--- src/rtl/rv_core_pkg.sv ---
// ---------------------------------------------------------------------------
// rv_core_pkg
// Shared types and constants for the instruction fetch path.
//   XLEN          : datapath / address width
//   WORD_ADDR_W   : width of a 32-bit-word address (byte address bits [31:2])
//   NOP_INSTR     : addi x0,x0,0, driven when no real instruction is available
//   fetch_state_t : fetch FSM states
// ---------------------------------------------------------------------------
package rv_core_pkg;

   localparam int XLEN        = 32;
   localparam int WORD_ADDR_W = 30;

   localparam logic [XLEN-1:0] NOP_INSTR = 32'h0000_0013;

   typedef enum logic [1:0] {
      IDLE = 2'd0,
      REQ  = 2'd1,
      WAIT = 2'd2
   } fetch_state_t;

   // Word index of a byte address; the two low bits select a byte in the word.
   function automatic logic [WORD_ADDR_W-1:0] word_addr(input logic [XLEN-1:0] byte_addr);
      return byte_addr[XLEN-1:2];
   endfunction

endpackage

--- src/rtl/instr_fetch_unit_if.sv ---
// ---------------------------------------------------------------------------
// instr_fetch_unit_if
// Instruction memory bus: valid/ready request channel, valid-only response.
//   mem_req_valid  : request valid (master -> slave)
//   mem_req_ready  : request accepted (slave -> master)
//   mem_req_addr   : word-aligned byte address (master -> slave)
//   mem_resp_valid : response data valid (slave -> master)
//   mem_resp_data  : instruction word (slave -> master)
// Modports: master = fetch unit, slave = memory.
// ---------------------------------------------------------------------------
interface instr_fetch_unit_if;
   import rv_core_pkg::*;

   logic            mem_req_valid;
   logic            mem_req_ready;
   logic [XLEN-1:0] mem_req_addr;
   logic            mem_resp_valid;
   logic [XLEN-1:0] mem_resp_data;

   modport master (
      output mem_req_valid,
      output mem_req_addr,
      input  mem_req_ready,
      input  mem_resp_valid,
      input  mem_resp_data
   );

   modport slave (
      input  mem_req_valid,
      input  mem_req_addr,
      output mem_req_ready,
      output mem_resp_valid,
      output mem_resp_data
   );

endinterface

--- src/rtl/fetch_line_buffer.sv ---
// ---------------------------------------------------------------------------
// fetch_line_buffer
// One-entry last-fetch buffer: tag, data and valid registers plus hit compare.
//   clk, reset  : clock, synchronous active-high reset
//   fill_en     : load fill_tag/fill_data and mark valid
//   fill_tag    : word address of the filled instruction
//   fill_data   : filled instruction word
//   inval_en    : clear valid (wins over fill_en)
//   lookup_tag  : word address being looked up
//   hit         : buffer valid and tag matches lookup_tag
//   hit_data    : buffered instruction word
// ---------------------------------------------------------------------------
module fetch_line_buffer
   import rv_core_pkg::*;
(
   input  logic                   clk,
   input  logic                   reset,
   input  logic                   fill_en,
   input  logic [WORD_ADDR_W-1:0] fill_tag,
   input  logic [XLEN-1:0]        fill_data,
   input  logic                   inval_en,
   input  logic [WORD_ADDR_W-1:0] lookup_tag,
   output logic                   hit,
   output logic [XLEN-1:0]        hit_data
);

   logic                   buf_valid_q, buf_valid_d;
   logic [WORD_ADDR_W-1:0] buf_tag_q,   buf_tag_d;
   logic [XLEN-1:0]        buf_data_q,  buf_data_d;

   // Next-state of the buffer entry: invalidate, fill, or hold.
   always_comb begin
      buf_valid_d = buf_valid_q;
      buf_tag_d   = buf_tag_q;
      buf_data_d  = buf_data_q;
      if (inval_en) begin
         buf_valid_d = 1'b0;
      end else if (fill_en) begin
         buf_valid_d = 1'b1;
         buf_tag_d   = fill_tag;
         buf_data_d  = fill_data;
      end else begin
         buf_valid_d = buf_valid_q;
      end
   end

   // Buffer entry registers.
   always_ff @(posedge clk) begin
      if (reset) begin
         buf_valid_q <= 1'b0;
         buf_tag_q   <= {WORD_ADDR_W{1'b0}};
         buf_data_q  <= {XLEN{1'b0}};
      end else begin
         buf_valid_q <= buf_valid_d;
         buf_tag_q   <= buf_tag_d;
         buf_data_q  <= buf_data_d;
      end
   end

   assign hit      = buf_valid_q && (buf_tag_q == lookup_tag);
   assign hit_data = buf_data_q;

endmodule

--- src/rtl/instr_fetch_unit.sv ---
// ---------------------------------------------------------------------------
// instr_fetch_unit
// Responder between the program counter and instruction memory. Returns the
// instruction for instr_addr, stalling the PC while a fetch is outstanding.
// A one-entry buffer gives zero-latency hits on a re-presented address; a
// watchdog abandons a fetch whose response never arrives.
//
// Parameters:
//   TIMEOUT_CYCLES : WAIT cycles allowed before fetch_error
//   NOP_INSTR      : instruction driven when nothing valid is available
// Ports:
//   clk, reset     : clock, synchronous active-high reset
//   instr_addr     : byte address from the PC
//   flush          : drop outstanding fetch, invalidate buffer
//   instr          : instruction for instr_addr
//   instr_valid    : instr belongs to the current instr_addr
//   stall          : !instr_valid, PC holds
//   fetch_error    : one-cycle pulse on watchdog expiry
//   misaligned     : (ALIGN_CHECK_EN only) instr_addr[1:0]!=0 while IDLE
//   mem_if         : memory bus, master side
// Build option: define ALIGN_CHECK_EN to add the misaligned port and to answer
// misaligned addresses with a NOP instead of fetching.
// ---------------------------------------------------------------------------
module instr_fetch_unit #(
   parameter int                               TIMEOUT_CYCLES = 64,
   parameter logic [rv_core_pkg::XLEN-1:0]     NOP_INSTR      = rv_core_pkg::NOP_INSTR
) (
   input  logic                         clk,
   input  logic                         reset,
   input  logic [rv_core_pkg::XLEN-1:0] instr_addr,
   input  logic                         flush,
   output logic [rv_core_pkg::XLEN-1:0] instr,
   output logic                         instr_valid,
   output logic                         stall,
   output logic                         fetch_error,
`ifdef ALIGN_CHECK_EN
   output logic                         misaligned,
`endif
   instr_fetch_unit_if.master           mem_if
);
   import rv_core_pkg::*;

   localparam int              CNT_W     = $clog2(TIMEOUT_CYCLES + 1);
   localparam logic [CNT_W-1:0] CNT_LIMIT = CNT_W'(TIMEOUT_CYCLES);

   fetch_state_t           state_q, state_d;
   logic [WORD_ADDR_W-1:0] req_addr_q, req_addr_d;
   logic [CNT_W-1:0]       cnt_q, cnt_d;
   logic                   drop_q, drop_d;
   logic                   fetch_error_q, fetch_error_d;

   logic                   buf_hit_s;
   logic [XLEN-1:0]        buf_data_s;
   logic                   fill_en_s;
   logic                   inval_en_s;
   logic                   misalign_s;
   logic                   hit_s;
   logic                   handshake_s;
   logic [CNT_W-1:0]       cnt_inc_s;

`ifdef ALIGN_CHECK_EN
   assign misalign_s = (instr_addr[1:0] != 2'b00);
   assign misaligned = (state_q == IDLE) && misalign_s;
`else
   // Byte offset is ignored: ...01 maps onto the same word as ...00.
   logic unused_addr_lsb_s;
   assign unused_addr_lsb_s = ^instr_addr[1:0];
   assign misalign_s        = 1'b0;
`endif

   fetch_line_buffer u_line_buf (
      .clk        (clk),
      .reset      (reset),
      .fill_en    (fill_en_s),
      .fill_tag   (req_addr_q),
      .fill_data  (mem_if.mem_resp_data),
      .inval_en   (inval_en_s),
      .lookup_tag (word_addr(instr_addr)),
      .hit        (buf_hit_s),
      .hit_data   (buf_data_s)
   );

   // A misaligned address never returns a buffered word.
   assign hit_s       = buf_hit_s && !misalign_s;
   assign handshake_s = (state_q == REQ) && mem_if.mem_req_ready;
   assign cnt_inc_s   = cnt_q + {{(CNT_W-1){1'b0}}, 1'b1};

   assign mem_if.mem_req_valid = (state_q == REQ);
   assign mem_if.mem_req_addr  = {req_addr_q, 2'b00};
   assign fetch_error          = fetch_error_q;
   assign stall                = !instr_valid;

   // Instruction output: flush masks everything, misalign answers NOP, else hit.
   always_comb begin
      instr_valid = 1'b0;
      instr       = NOP_INSTR;
      if (flush) begin
         instr_valid = 1'b0;
         instr       = NOP_INSTR;
      end else if (misalign_s && (state_q == IDLE)) begin
         instr_valid = 1'b1;
         instr       = NOP_INSTR;
      end else if (hit_s) begin
         instr_valid = 1'b1;
         instr       = buf_data_s;
      end else begin
         instr_valid = 1'b0;
         instr       = NOP_INSTR;
      end
   end

   // Fetch FSM next-state, watchdog and buffer control.
   always_comb begin
      state_d       = state_q;
      req_addr_d    = req_addr_q;
      cnt_d         = cnt_q;
      drop_d        = drop_q;
      fetch_error_d = 1'b0;
      fill_en_s     = 1'b0;
      inval_en_s    = flush;
      case (state_q)
         IDLE: begin
            if (!flush && !hit_s && !misalign_s) begin
               req_addr_d = word_addr(instr_addr);
               state_d    = REQ;
            end else begin
               state_d    = IDLE;
            end
         end
         REQ: begin
            if (handshake_s) begin
               // A flush coinciding with acceptance still completes the
               // handshake; the response is then discarded.
               state_d = WAIT;
               cnt_d   = {CNT_W{1'b0}};
               drop_d  = flush;
            end else if (flush) begin
               state_d = IDLE;
            end else begin
               state_d = REQ;
            end
         end
         WAIT: begin
            cnt_d = cnt_inc_s;
            if (mem_if.mem_resp_valid) begin
               // A flush in the response cycle also drops the data.
               fill_en_s = !drop_q && !flush;
               drop_d    = 1'b0;
               state_d   = IDLE;
            end else if (cnt_inc_s == CNT_LIMIT) begin
               fetch_error_d = 1'b1;
               inval_en_s    = 1'b1;
               drop_d        = 1'b0;
               state_d       = IDLE;
            end else begin
               drop_d  = drop_q | flush;
               state_d = WAIT;
            end
         end
         default: begin
            state_d = IDLE;
         end
      endcase
   end

   // FSM, request address, watchdog and error pulse registers.
   always_ff @(posedge clk) begin
      if (reset) begin
         state_q       <= IDLE;
         req_addr_q    <= {WORD_ADDR_W{1'b0}};
         cnt_q         <= {CNT_W{1'b0}};
         drop_q        <= 1'b0;
         fetch_error_q <= 1'b0;
      end else begin
         state_q       <= state_d;
         req_addr_q    <= req_addr_d;
         cnt_q         <= cnt_d;
         drop_q        <= drop_d;
         fetch_error_q <= fetch_error_d;
      end
   end

endmodule

--- src/flat_wrapper.sv ---
// flat-port wrapper written by rule: the top's interface ports become plain ports
module instr_fetch_unit_flat import rv_core_pkg::*;
#(
   parameter int                               TIMEOUT_CYCLES = 64,
   parameter logic [rv_core_pkg::XLEN-1:0]     NOP_INSTR      = rv_core_pkg::NOP_INSTR
)
  (clk, reset, instr_addr, flush, instr, instr_valid, stall, fetch_error, mem_if_mem_req_valid, mem_if_mem_req_addr, mem_if_mem_req_ready, mem_if_mem_resp_valid, mem_if_mem_resp_data);
  instr_fetch_unit_if mem_if_i ();
  input  logic clk;
  input  logic reset;
  input  logic [rv_core_pkg::XLEN-1:0] instr_addr;
  input  logic flush;
  output logic [rv_core_pkg::XLEN-1:0] instr;
  output logic instr_valid;
  output logic stall;
  output logic fetch_error;
  output wire logic [$bits(mem_if_i.mem_req_valid)-1:0] mem_if_mem_req_valid;
  output wire logic [$bits(mem_if_i.mem_req_addr)-1:0] mem_if_mem_req_addr;
  input wire logic [$bits(mem_if_i.mem_req_ready)-1:0] mem_if_mem_req_ready;
  input wire logic [$bits(mem_if_i.mem_resp_valid)-1:0] mem_if_mem_resp_valid;
  input wire logic [$bits(mem_if_i.mem_resp_data)-1:0] mem_if_mem_resp_data;
  assign mem_if_mem_req_valid = mem_if_i.mem_req_valid;
  assign mem_if_mem_req_addr = mem_if_i.mem_req_addr;
  assign mem_if_i.mem_req_ready = mem_if_mem_req_ready;
  assign mem_if_i.mem_resp_valid = mem_if_mem_resp_valid;
  assign mem_if_i.mem_resp_data = mem_if_mem_resp_data;
  instr_fetch_unit #(.TIMEOUT_CYCLES(TIMEOUT_CYCLES), .NOP_INSTR(NOP_INSTR)) u_core (.clk(clk), .reset(reset), .instr_addr(instr_addr), .flush(flush), .instr(instr), .instr_valid(instr_valid), .stall(stall), .fetch_error(fetch_error), .mem_if(mem_if_i));
endmodule
--- config.mk ---
export PLATFORM = sky130hd
export DESIGN_NAME = instr_fetch_unit_flat
export DESIGN_NICKNAME = d
export VERILOG_FILES = /design/src/rtl/rv_core_pkg.sv /design/src/rtl/instr_fetch_unit_if.sv /design/src/rtl/fetch_line_buffer.sv /design/src/rtl/instr_fetch_unit.sv /design/src/flat_wrapper.sv
export SDC_FILE = /design/constraint.sdc
export NUM_CORES = 1
export LEC_CHECK = 0
export BUFFER_PORTS_ARGS = -buffer_cell sky130_fd_sc_hd__buf_2
export CORE_MARGIN = 5
export CORE_UTILIZATION = 52
export DETAILED_ROUTE_END_ITERATION = 10
export MAX_ROUTING_LAYER = met4
export PLACE_DENSITY = 0.8
export SETUP_SLACK_MARGIN = 0.3
export SLEW_MARGIN = 30
export SYNTH_ARGS = -nofsm -noshare
export SYNTH_HDL_FRONTEND = slang
export SYNTH_SLANG_ARGS = --single-unit
export TNS_END_PERCENT = 1
--- constraint.sdc ---
create_clock -name clk -period 2.3 [get_ports clk]
set_clock_uncertainty 0.1 [all_clocks]
set_input_delay 0.23 -clock clk [delete_from_list [all_inputs] [get_ports clk]]
set_output_delay 0.23 -clock clk [all_outputs]
set_load 0.03 [all_outputs]
==> metrics.md <==
| Metric | Value |
|---|---|
| Std-Cell Rows | `34` |
| Hold Worst Slack | `0.01631 ns` |
| Sum of net half-perimeters after detailed placement | `7.698 mm` |
| Critical Path Start Type | `flop` |
| Number of maximum-capacitance violations | `0` |
| TritonCTS buffer count | `9` |
| Layout cell share with drive strength beyond 1 | `0.3011` |
| Crit Reg-Reg Startpoint | `u_core.u_line_buf.buf_tag_q[10]$_SDFFE_PP0P_` |
| TritonCTS clock tree | `built` |
| Final critical path time including I/O delays and setup | `2.637 ns` |
| Launching element of the worst setup path | `u_core.u_line_buf.buf_tag_q[10]$_SDFFE_PP0P_` |
| PnR worst setup slack | `-0.3375 ns` |
| Routed metal-1 wire length | `5.193 mm` |
| Die X | `104.2 um` |
| Worst-Skew Late Latency | `0.36 ns` |
| Hold/Removal Path Class | `input pin to flop` |
| Cell Area, Synth | `4616 um2` |
| Aggregate routed wire length | `12.64 mm` |
| Number of port buffers | `132` |
| Routability cong. | `0.8852` |
| Area growth from synthesis to layout | `35.67%` |
| Most prevalent standard cell on the critical path | `buf_6` |
| Met2 WL | `6.445 mm` |
| Period Utilization, post-route | `1.147` |
| Share of the synthesized area in the top cell type | `0.4511` |
| Delay of the slowest cell on the worst path | `0.57 ns` |
| CP Data Required Time | `1.97 ns` |
| Largest net degree at the start of global routing | `135` |
| Die Area | `10,860 um2` |
| Height of the die | `104.2 um` |
| Cell leakage power | `2.570 nW` |
| Failing checks | `setup timing` |
| Maximum level of the CTS H-tree | `3` |
| Number of different library cells in the post-synthesis netlist | `39` |
| Number of synthesized register bits | `104` |
| Arrival @ worst endpoint | `2.31 ns` |
| Mapped Cells | `553` |
| Critical Path, Cell by Cell | `xnor2_1 > nand4_1 > or4_4 > nor3_4 > buf_6 > clkbuf_16 > and2_4 > buf_6` |
| Clock transition at path regs | `0.09 ns` |
| Kind of end point of the critical path | `primary output` |
| Hold Startpoint | `mem_if_mem_resp_data[25]` |
| Post-place instance area | `5408 um2` |
| Effective utilization at floorplan | `0.5319` |
| Max IR drop VDD | `326.1 uV` |
| Slowest cell on the critical path | `or4_4` |
| Vias in the first global route | `4,227` |
| Routed wire per std cell | `15.57 um` |
| Outcome | `finished with violations` |
| Max Clock Freq | `0.3792 GHz` |
| Top FF cell, synth | `dfxtp_1` |
| Count of nets after finishing | `769` |
| Largest area contributor in the synthesized netlist | `dfxtp_1` |
| Number of diodes | `0` |
| Number of antenna-violating nets in the routed design | `0` |
| Highest Signal Layer | `met4` |
| Number of endpoints with negative hold slack in the final report | `0` |
| Sequential fraction of the synthesis area | `0.4511` |
| Clock Tree Root | `clkbuf_8` |
| Async SR Flop Fraction | `0` |
| P per Cell Area | `554.0 nW/um2` |
| Post-placement worst setup slack | `-0.008598 ns` |
| Total of endpoints with negative setup slack in the final report | `34` |
| Maximum number of buffers from clock root to sink | `2` |
| Placeable core area | `8678 um2` |
| Max-slew violation count | `0` |
| Total grt overflow | `0` |
| Antenna violations before repair | `0` |
| Final cell area excluding filler cells | `6262 um2` |
| Class of the most critical setup path | `flop to primary output` |
| Average via count per standard cell | `5.200` |
| Count of routing violations after the opening detailed-route iteration | `227` |
| Number of DRC violations after detailed routing | `0` |
| Unrepaired setup endpoints after global routing | `yes` |
| Number of iterations in the first detailed-routing pass | `5` |
| Wire length of the first global-routing pass | `19.95 mm` |
| Highest net fanout along the worst path | `8` |
| Largest cells by area after synthesis | `dfxtp_1 45%, nand2_1 10%, nand2b_1 8.7%, a21oi_1 7.5%, mux2i_1 6.5%` |
| Clock sink total | `104` |
| Mean instance size in the synthesized netlist | `8.347 um2` |
| I/O Pins | `137` |
| Synth warnings | `0` |
| EDFF count, synth | `0` |
| Number of inserted filler cells in the final layout | `640` |
| Vias post-DR | `4,222` |
| Length of routed met3 wiring | `786 um` |
| Total track usage | `0.2255` |
-- cell type report --
cell class,instances,area [um2],area share
multi-input cells,408,2475,0.3952
flip-flops and latches,104,2092,0.3341
repair buffers,173,1351,0.2158
clock buffers,11,141.4,0.02258
well taps,108,135.1,0.02158
clock inverters,5,56.30,0.008991
inverters,3,11.26,0.001798
-- report_power, final --
part,switching (mW),total (mW),internal (mW)
logic,0.260,0.458,0.198
clock network,0.596,1.13,0.532
registers,0.0370,1.88,1.85
total,0.893,3.47,2.58
-- cell families after synthesis --
kind of cell,count (synthesis),synth area share
AO/OA/AOI/OAI,81,0.09298
flip-flops,104,0.4511
multiplexers,30,0.06506
buffers and inverters,42,0.04500
AND/OR/NAND/NOR,264,0.2854
adder cells (fa/ha/maj),1,0.002710
XOR/XNOR,30,0.05693
other,1,0.0008124
-- synthesized netlist by cell type (2+ instances only) --
master / count
buf_8: 3
buf_4: 2
a22oi_1: 2
nand2b_1: 64
xnor2_1: 14
nor2b_1: 2
a21oi_1: 69
dfxtp_1: 104
nand3b_1: 2
nor2_1: 13
inv_1: 3
nand2_1: 128
nor4_1: 7
and2_1: 29
nor3_1: 4
nand3_1: 4
buf_1: 2
nand4_1: 4
o21ai_0: 4
mux2i_1: 30
clkbuf_1: 30
xor2_1: 16
-- path summary, 6_finish.rpt --
kind / slack [ns] / end / cells after the start
setup / recovery: -0.34 / instr[24] / 8
hold / removal: 0.02 / u_core.u_line_buf.hit_data[25]$_SDFFE_PP0P_ / 3
setup reg to reg: 0.30 / u_core.req_addr_q[20]$_SDFFE_PP0P_ / 6
hold reg to reg: 0.36 / u_core.u_line_buf.hit_data[21]$_SDFFE_PP0P_ / 2
-- metrics by stage --
stage / utilization / setup TNS [ns] / cells / total power, mW
floorplan: - / 0 / 554 / 2.189
global placement: 0.6231 / 0 / 764 / 2.323
detailed placement: 0.6231 / -0.1071 / 764 / 2.334
CTS: 0.7108 / -11.19 / 809 / 3.500
global route: 0.7216 / -13.22 / 812 / 3.618
finish: 0.7216 / -10.68 / 812 / 3.469
-- critical path, delay by kind of cell (launching register included) --
family / cells / cell delay (ns)
and+or+nand+nor: 4 / 1.00
buffers and inverters: 3 / 0.45
DFF: 1 / 0.33
xor gates and xnor gates: 1 / 0.17
-- placed cells by master, fill, tap and decap left out, types with 2 or more instances in the layout --
cell and n:
clkbuf_16 2, nand4_1 4, conb_1 2, nor4_1 4, buf_2 97, nor3_1 4
xnor2_2 6, clkbuf_8 10, nand2b_1 64, buf_4 7, xor2_1 16, dlygate4sd3_1 27
buf_12 3, clkinv_2 2, nor2b_1 2, dfxtp_1 96, dfxtp_2 8, buf_6 36
xnor2_1 8, o21ai_0 4, a21oi_1 69, and2_4 28, nor4_2 3, nand3b_1 2
nand2_1 128, inv_1 3, nand3_1 4, mux2i_1 30, a22oi_1 2, nor2_1 13
-- metal layers --
layer / global-route usage / vias to the layer above
li1: - / 2086
met1: 0.2582 / 1962
met2: 0.3975 / 155
met3: 0.03973 / 19
met4: 0.07493 / 0
met5: - / -
-- timing repair --
| action | in CTS | in global routing |
|---|---|---|
| cloned | 1 | 2 |
| gates resized for setup | 80 | 8 |
| hold buffers | 27 | 0 |
| pin swaps | 21 | 10 |
| setup endpoints to repair | 62 | 80 |
| endpoints found under the hold margin | 27 | 0 |
| buffers inserted | 1 | 1 |
-- state kept, by name, indices dropped and copies added, names as in the netlist --
| name | cells |
|---|---|
| u_core.state_q | 2 |
| u_core.u_line_buf.hit_data | 32 |
| u_core.req_addr_q | 30 |
| u_core.u_line_buf.buf_valid_q | 1 |
| u_core.drop_q | 1 |
| u_core.fetch_error | 1 |
| u_core.cnt_q | 7 |
| u_core.u_line_buf.buf_tag_q | 30 |
(Power assumes the default switching activity.)
